**config.mk**
```make
export PLATFORM = sky130hd
export DESIGN_NAME = bin2bcd_converter3
export DESIGN_NICKNAME = d
export VERILOG_FILES = /design/src/rtl/bin2bcd_converter3.sv
export SDC_FILE = /design/constraint.sdc
export NUM_CORES = 1
export LEC_CHECK = 0
export ABC_AREA = 1
export ABC_CLOCK_PERIOD_IN_PS = 28200
export CORE_ASPECT_RATIO = 0.7
export CORE_UTILIZATION = 51
export CTS_CLUSTER_DIAMETER = 60
export CTS_CLUSTER_SIZE = 24
export DETAILED_ROUTE_END_ITERATION = 10
export PLACE_DENSITY_LB_ADDON = 0.1
export RECOVER_POWER = 100
export SLEW_MARGIN = 20
export SYNTH_ARGS = -nofsm -noshare
export SYNTH_HDL_FRONTEND = slang
export SYNTH_SLANG_ARGS = --single-unit
export TNS_END_PERCENT = 30
```
**constraint.sdc**
```tcl
create_clock -name Clock -period 28.2 [get_ports Clock]
set_input_delay 4.23 -clock Clock [delete_from_list [all_inputs] [get_ports Clock]]
set_output_delay 4.23 -clock Clock [all_outputs]
set_load 0.05 [all_outputs]
```
**src/rtl/bin2bcd_converter3.sv**
```systemverilog
// Registered binary-to-BCD converter: lower three decimal digits of Input, 1-cycle latency.
// Optional macro BIN2BCD3_SATURATE_EN: values above 999 saturate to 999 and raise Overflow.
module bin2bcd_converter3 #(
    parameter int unsigned INPUT_BIT_WIDTH = 16
) (
    input  logic                       Clock,
    input  logic                       Reset,
    input  logic [INPUT_BIT_WIDTH-1:0] Input,
    input  logic                       InValid,
    output logic [0:3]                 Digit2,
    output logic [0:3]                 Digit1,
    output logic [0:3]                 Digit0,
    output logic                       OutValid
`ifdef BIN2BCD3_SATURATE_EN
    ,
    output logic                       Overflow
`endif
);

    localparam int unsigned W        = INPUT_BIT_WIDTH;
    // floor(W*log10(2)) + 1 decimal digits cover 2^W-1; keep at least four so the
    // digits above hundreds always exist as a slice.
    localparam int unsigned NDIG_MIN = (W * 301) / 1000 + 1;
    localparam int unsigned NDIG     = (NDIG_MIN < 4) ? 4 : NDIG_MIN;
    localparam int unsigned BW       = 4 * NDIG;

    logic [BW-1:0] bcd;
    logic [11:0]   low;

    // Shift-add-3 over every input bit, MSB first.
    always_comb begin
        bcd = '0;
        for (int i = int'(W) - 1; i >= 0; i--) begin
            for (int d = 0; d < int'(NDIG); d++) begin
                if (bcd[4*d +: 4] >= 4'd5) begin
                    bcd[4*d +: 4] = bcd[4*d +: 4] + 4'd3;
                end
            end
            bcd = {bcd[BW-2:0], Input[i]};
        end
    end

`ifdef BIN2BCD3_SATURATE_EN
    logic over;

    // Any nonzero thousands-or-above digit means the value exceeds 999.
    assign over = |bcd[BW-1:12];
    assign low  = over ? 12'h999 : bcd[11:0];
`else
    logic unused_hi;

    assign unused_hi = ^bcd[BW-1:12];
    assign low       = bcd[11:0];
`endif

    always_ff @(posedge Clock) begin
        if (!Reset) begin
            Digit2   <= 4'd0;
            Digit1   <= 4'd0;
            Digit0   <= 4'd0;
            OutValid <= 1'b0;
`ifdef BIN2BCD3_SATURATE_EN
            Overflow <= 1'b0;
`endif
        end else begin
            OutValid <= InValid;
            if (InValid) begin
                Digit2   <= low[11:8];
                Digit1   <= low[7:4];
                Digit0   <= low[3:0];
`ifdef BIN2BCD3_SATURATE_EN
                Overflow <= over;
`endif
            end
        end
    end

endmodule

```
* Yosys cells after proc, flatten, opt, wreduce, memory -nomap -nowiden
Index checks and enable logic that the tools add are counted. W data, S select, Z words.
Storage, ports and cells: bits in writable memories 0, bits in read-only memories 0, bits in latches 0, memories 0, logic and storage cells 94, output and inout port bits 13, register bits after elaboration 13
Cells by class: multiply operators 0, multiplexer cells 30, $add $sub $neg 30, equality and inequality tests 0, div/mod/pow operators 0, bitwise logic cells 0, reductions and logical operators 0, shift operators 0, magnitude comparators 30
Operator list (count):
- $ge A4 B3 Y1 const B | 27
- $mux W4 | 23
- $add A4 B2 Y4 const B | 21
- $add A3 B2 Y3 const B | 7
- $mux W3 | 7
- $ge A3 B3 Y1 const B | 3
- $add A3 B2 Y4 const B | 2

* Longest topological paths before layout
depth in word-level cells 26, depth in mapped cells 80

* Worst setup path after synthesis
Ideal clock, no wire load.
path kind input to register, from in Input[14], to reg Digit2[1] (netlist bit), cell stages on the path 76, path slack 16.182 ns, library setup time 0.121 ns, buffers on the path 0, arrival 11.897 ns, cells stage by stage inv_1 -> ha_1 -> nand2_2 -> nand2_1 -> nand2_1 -> nand2_1 -> ha_1 -> nand2_1 -> nand3_2 -> nand2_1 -> nand2_1 -> and2_1 -> ha_1 -> inv_1 -> nor2_1 -> inv_1 -> nand3_2 -> nand2_2 -> [40 not listed] -> nand3b_1 -> nand2_1 -> nand3_1 -> nand2_1 -> ha_1 -> inv_1 -> or2_2 -> nand3_1 -> nand2_1 -> nand2_1 -> nand2_1 -> ha_1 -> nand2_1 -> nand3_2 -> nand2_1 -> nand2_1 -> nand3_1 -> a21oi_1
On the way: cells in the longest elaborated chain, start to end 26, elaborated cells between the ends (all ways) 81
RTL lines:
- start: declaration | line 8 | input logic [INPUT_BIT_WIDTH-1:0] Input,
- $add A3 B2 Y4 or $ge A3 B3 Y1 (tied branches) | line 36, 35
- $mux W4 * | line 35 | if (bcd[4*d +: 4] >= 4'd5) begin
- $add A4 B2 Y4 or $ge A4 B3 Y1 (tied branches) | line 36, 35
- $mux W4 | line 35
- $ge A4 B3 Y1 or $add A4 B2 Y4 (tied branches) | line 35, 36
- $mux W4 | line 35
- $add A4 B2 Y4 (tied with other cells) | line 36 | bcd[4*d +: 4] = bcd[4*d +: 4] + 4'd3;
- $mux W4 | line 35
- [10 not listed]
- $add A4 B2 Y4 (tied with other cells) | line 36
- $mux W4 or $mux W3 (tied branches) | line 35
- $add A4 B2 Y4 (tied with other cells) | line 36
- $mux W4 or $mux W3 (tied branches) | line 35
- $add A4 B2 Y4 (tied with other cells) | line 36
- $mux W4 or $mux W3 (tied branches) | line 35
- $ge A4 B3 Y1 or $add A3 B2 Y3 (tied branches) | line 35, 36
- $mux W3 * | line 35
- end signal: assignment | line 68 | Digit2 <= low[11:8];
- end: declaration | line 10 | output logic [0:3] Digit2,
Mark *: on every way between the ends. The rest lies on a longest branch, timed or not. A chain may end at the register's enable or synchronous reset.

* Worst setup path after layout
Ends and elaborated chain as after synthesis.

==> results.md <==
- The area growth from synthesis to layout is 12.1%.
- The number of slew-limit violations in the final report was 0.
- The distinct cell type count after synthesis is 32.
- The total overflow left after global routing is 0.
- Global routing consumed, over all layers together, 21.6% of the routing resources.
- Counting stages on the worst path, the most repeated cell is nand2_1.
- Of the synthesized area, sequential elements account for under 10%.
- After synthesis the netlist holds a flip-flop and latch count of 13.
- The wire length reported by the detailed router is 7.11 mm.
- The number of synthesis warnings is 0.
- The vertical die dimension is roughly 70 um.
- The number of fillers in the final layout is 632.
- The total negative setup slack is 0 ps.
- The worst pin sits at a relative slew slack of between 50% and 60%.
- In this run the clock root is driven by a clkbuf_8.
- Counting every sink on the clock net gives 13.
- For the pin with the worst max-slew slack, the measured transition is ~600 ps.
- The first global-routing pass estimated ~13 mm of wire.
- The top-level I/O count is 32.
- The worst setup path is captured at a register.
- 0 antenna diodes ended up in the layout.
- The die outline width is 98.7 um.
- The number of buffers and inverters on the critical path is 10.
- Buffers placed on the I/O ports in this run total 31.
- The DRC violations left is 0.
- The final hold violation count is 0.
- The number of hold buffers added after CTS was 0.
- The number of max-capacitance violations reported is 0.
- The TritonCTS clock tree is built.
- Detailed placement finished with a half-perimeter wire length of ~6.1 mm.
- The number of nets in the layout is 688.
- The H-tree depth is 1.
- The number of clock buffers added by TritonCTS is 3.
- STA puts the critical path data required time at about 28000 ps.
- On the worst path, the slowest cell contributes a delay of 480 ps.
- The worst clock skew is 0 ps.
- The detailed router finished its first iteration with between 200 and 250 violations.
- The final estimated routing congestion in global placement is about 0.76.
- The floorplan step defined a core boundary enclosing ~6300 um2.
- The number of iterations in the first detailed-routing pass is 5.
- The time the worst path needs with I/O delays and setup is 13450 ps.
- The summed instance area of the synthesized netlist is around 3300 um2.
- The buffers inserted during post-CTS setup optimization is 0.
- Static timing analysis puts the maximum clock frequency at between 70 and 80 MHz.
- The row count is 24.
- On the critical path the largest part of the delay comes from simple AND/OR/NAND/NOR gates.
- The run finished with clean final reports.
- The slowest cell on the critical path is clkdlybuf4s50_1.
- The critical path in this run is classified as input port to register.
- The mean cell area of the mapped netlist is between 5 and 6 um2.
- The path class of the lowest-slack min-delay path is register to register.
- In this run, post-CTS repair resized a total of 0 instances.
- For the worst-skew pair, the clock arrives at the later sink with an insertion delay of about 240 ps.
- After clock tree synthesis, the clock-pin slew on the worst setup and hold paths is 50 ps.
- The initial antenna violation count is 0.
- The largest fanout on the critical path is 5.
- The number of nets still failing antenna checks after routing is 0.
- The wire length per cell is 9.84 um.
- Setup violations remaining at the end of the flow were counted as 0.
- Of the available clock period, the critical path in the final layout requires a little under half.
- The longest clock path from root to sink contains 2 buffers.
- Setup repair after global routing left no endpoint under its margin.
- The initial utilization of the core area, before any placement, comes to 53.1%.
- The pin count of the biggest net entering global routing is 19.
- The kind of launch point of the worst setup path is an input port.
- The endpoint arrival time on the critical path is 13570 ps.
- The overall via count from detail_route is about 3600.
- The die covers about 7000 um2.
- The post-synthesis instance total is approximately 610.
- The net count after synthesis is 654.
- The via count of the first global-routing pass was roughly 3200.
- The via density per instance is 5.02.
- Of the cells placed in the final design, the portion with a size suffix greater than 1 is between 10% and 20%.
==> area by class of cell <==
class	instances	area, um2	share of cell area, %
Sequential cell	13	260	6.96
Inverter	109	409	10.9
Tap cell	78	97.6	2.61
Clock buffer	4	45.0	1.20
Multi-Input combinational cell	488	2620	70.0
Timing Repair Buffer	31	310	8.30
==> sequential cells by signal, summed over array words and instances (netlist names) <==
| register | cells |
|---|---|
| Digit2 | 4 |
| OutValid | 1 |
| Digit1 | 4 |
| Digit0 | 4 |
==> synthesized netlist by cell type <==
library cell / instances / area [um2]
nand3b_1: 5 / 37.5
or2_2: 1 / 6.26
nor3_1: 1 / 5.00
ha_1: 23 / 288
a21oi_4: 1 / 16.3
xnor2_1: 2 / 17.5
dfxtp_1: 13 / 260
xor2_1: 7 / 61.3
nand2_4: 7 / 78.8
a31oi_1: 3 / 18.8
nand3_2: 15 / 150
clkbuf_1: 1 / 3.75
nand3_1: 96 / 480
buf_6: 1 / 11.3
and2_4: 1 / 8.76
and2_1: 2 / 12.5
nor2_1: 18 / 67.6
a21oi_2: 1 / 8.76
a21oi_1: 7 / 35.0
nand4_1: 11 / 68.8
o211ai_1: 3 / 22.5
clkinv_1: 2 / 7.51
nand2_2: 50 / 313
a21o_1: 3 / 22.5
o21ai_2: 6 / 52.6
o21ai_1: 8 / 40.0
a31o_2: 1 / 8.76
o21ai_0: 11 / 55.1
inv_1: 98 / 368
mux2i_1: 1 / 10.0
nand2_1: 204 / 766
inv_2: 9 / 33.8
==> path summary, 6_finish.rpt <==
| check | from | to | slack (ps) | cells after the start |
|---|---|---|---|---|
| worst max register to register | Digit1[3] | Digit1[3] | 27520 | 3 |
| worst max-delay path | Input[14] | Digit2[1] | 14750 | 77 |
| worst min-delay path | Digit0[0] | Digit0[0] | 460 | 2 |
| worst min register to register | Digit0[0] | Digit0[0] | 460 | 2 |
==> through the flow <==
stage | hold WS, ps | worst slack [ps] | cell area (um2) | cells | util [%]
5_1_grt | 485 | 13460 | 3740 | 723 | 59.6
4_1_cts | 466 | 14950 | 3770 | 723 | 60.1
3_3_place_gp | 453 | 15070 | 3730 | 719 | 59.4
3_5_place_dp | 458 | 14710 | 3730 | 719 | 59.4
6_report | 459 | 14750 | 3740 | 723 | 59.6
2_1_floorplan | 688 | 16180 | 3340 | 612 | -
==> routing by layer <==
metal	routed length, um	track usage (%)
met1	4190	33.4
met2	2760	33.6
met3	161	2.02
met4	0	0.995
met5	0	0
==> placed cells by master (no fill, tap or decap), types with 2 or more instances in the layout <==
master and count:
nand2_1 210, clkinv_1 2, dlygate4sd3_1 14, nand3_2 12
a21oi_1 7, clkdlybuf4s50_1 17, clkbuf_8 3, ha_1 23
o21ai_1 8, inv_2 9, nand4_1 11, a21o_1 3
o211ai_1 3, xor2_1 7, nand3_1 99, inv_1 98
a31oi_1 3, nand2_4 7, o21ai_2 5, xnor2_1 2
o21ai_0 12, dfxtp_1 13, nor2_1 18, nand2_2 44
nand3b_1 5
==> kinds of logic (layout without fill, tap and decap cells) <==
logic type | count (synthesis) | after routing | share of synthesized area [%]
muxes | 1 | 1 | 0.300
adders and majority gates | 23 | 23 | 8.63
buffers and inverters | 111 | 144 | 12.7
DFF | 13 | 13 | 7.80
xor gates and xnor gates | 9 | 9 | 2.36
and+or+nand+nor | 411 | 411 | 59.8
AOI/OAI and AO/OA | 44 | 44 | 8.40
==> worst register-to-register path: stages, from the launching register on <==
cell     delay [ps]
dfxtp_1         300
o21ai_0         150
a21o_1          110
inv_1            30
Power is left out: the tool's default activity adds up to more than one toggle a clock period on the data nets, which glitch-free logic cannot reach.
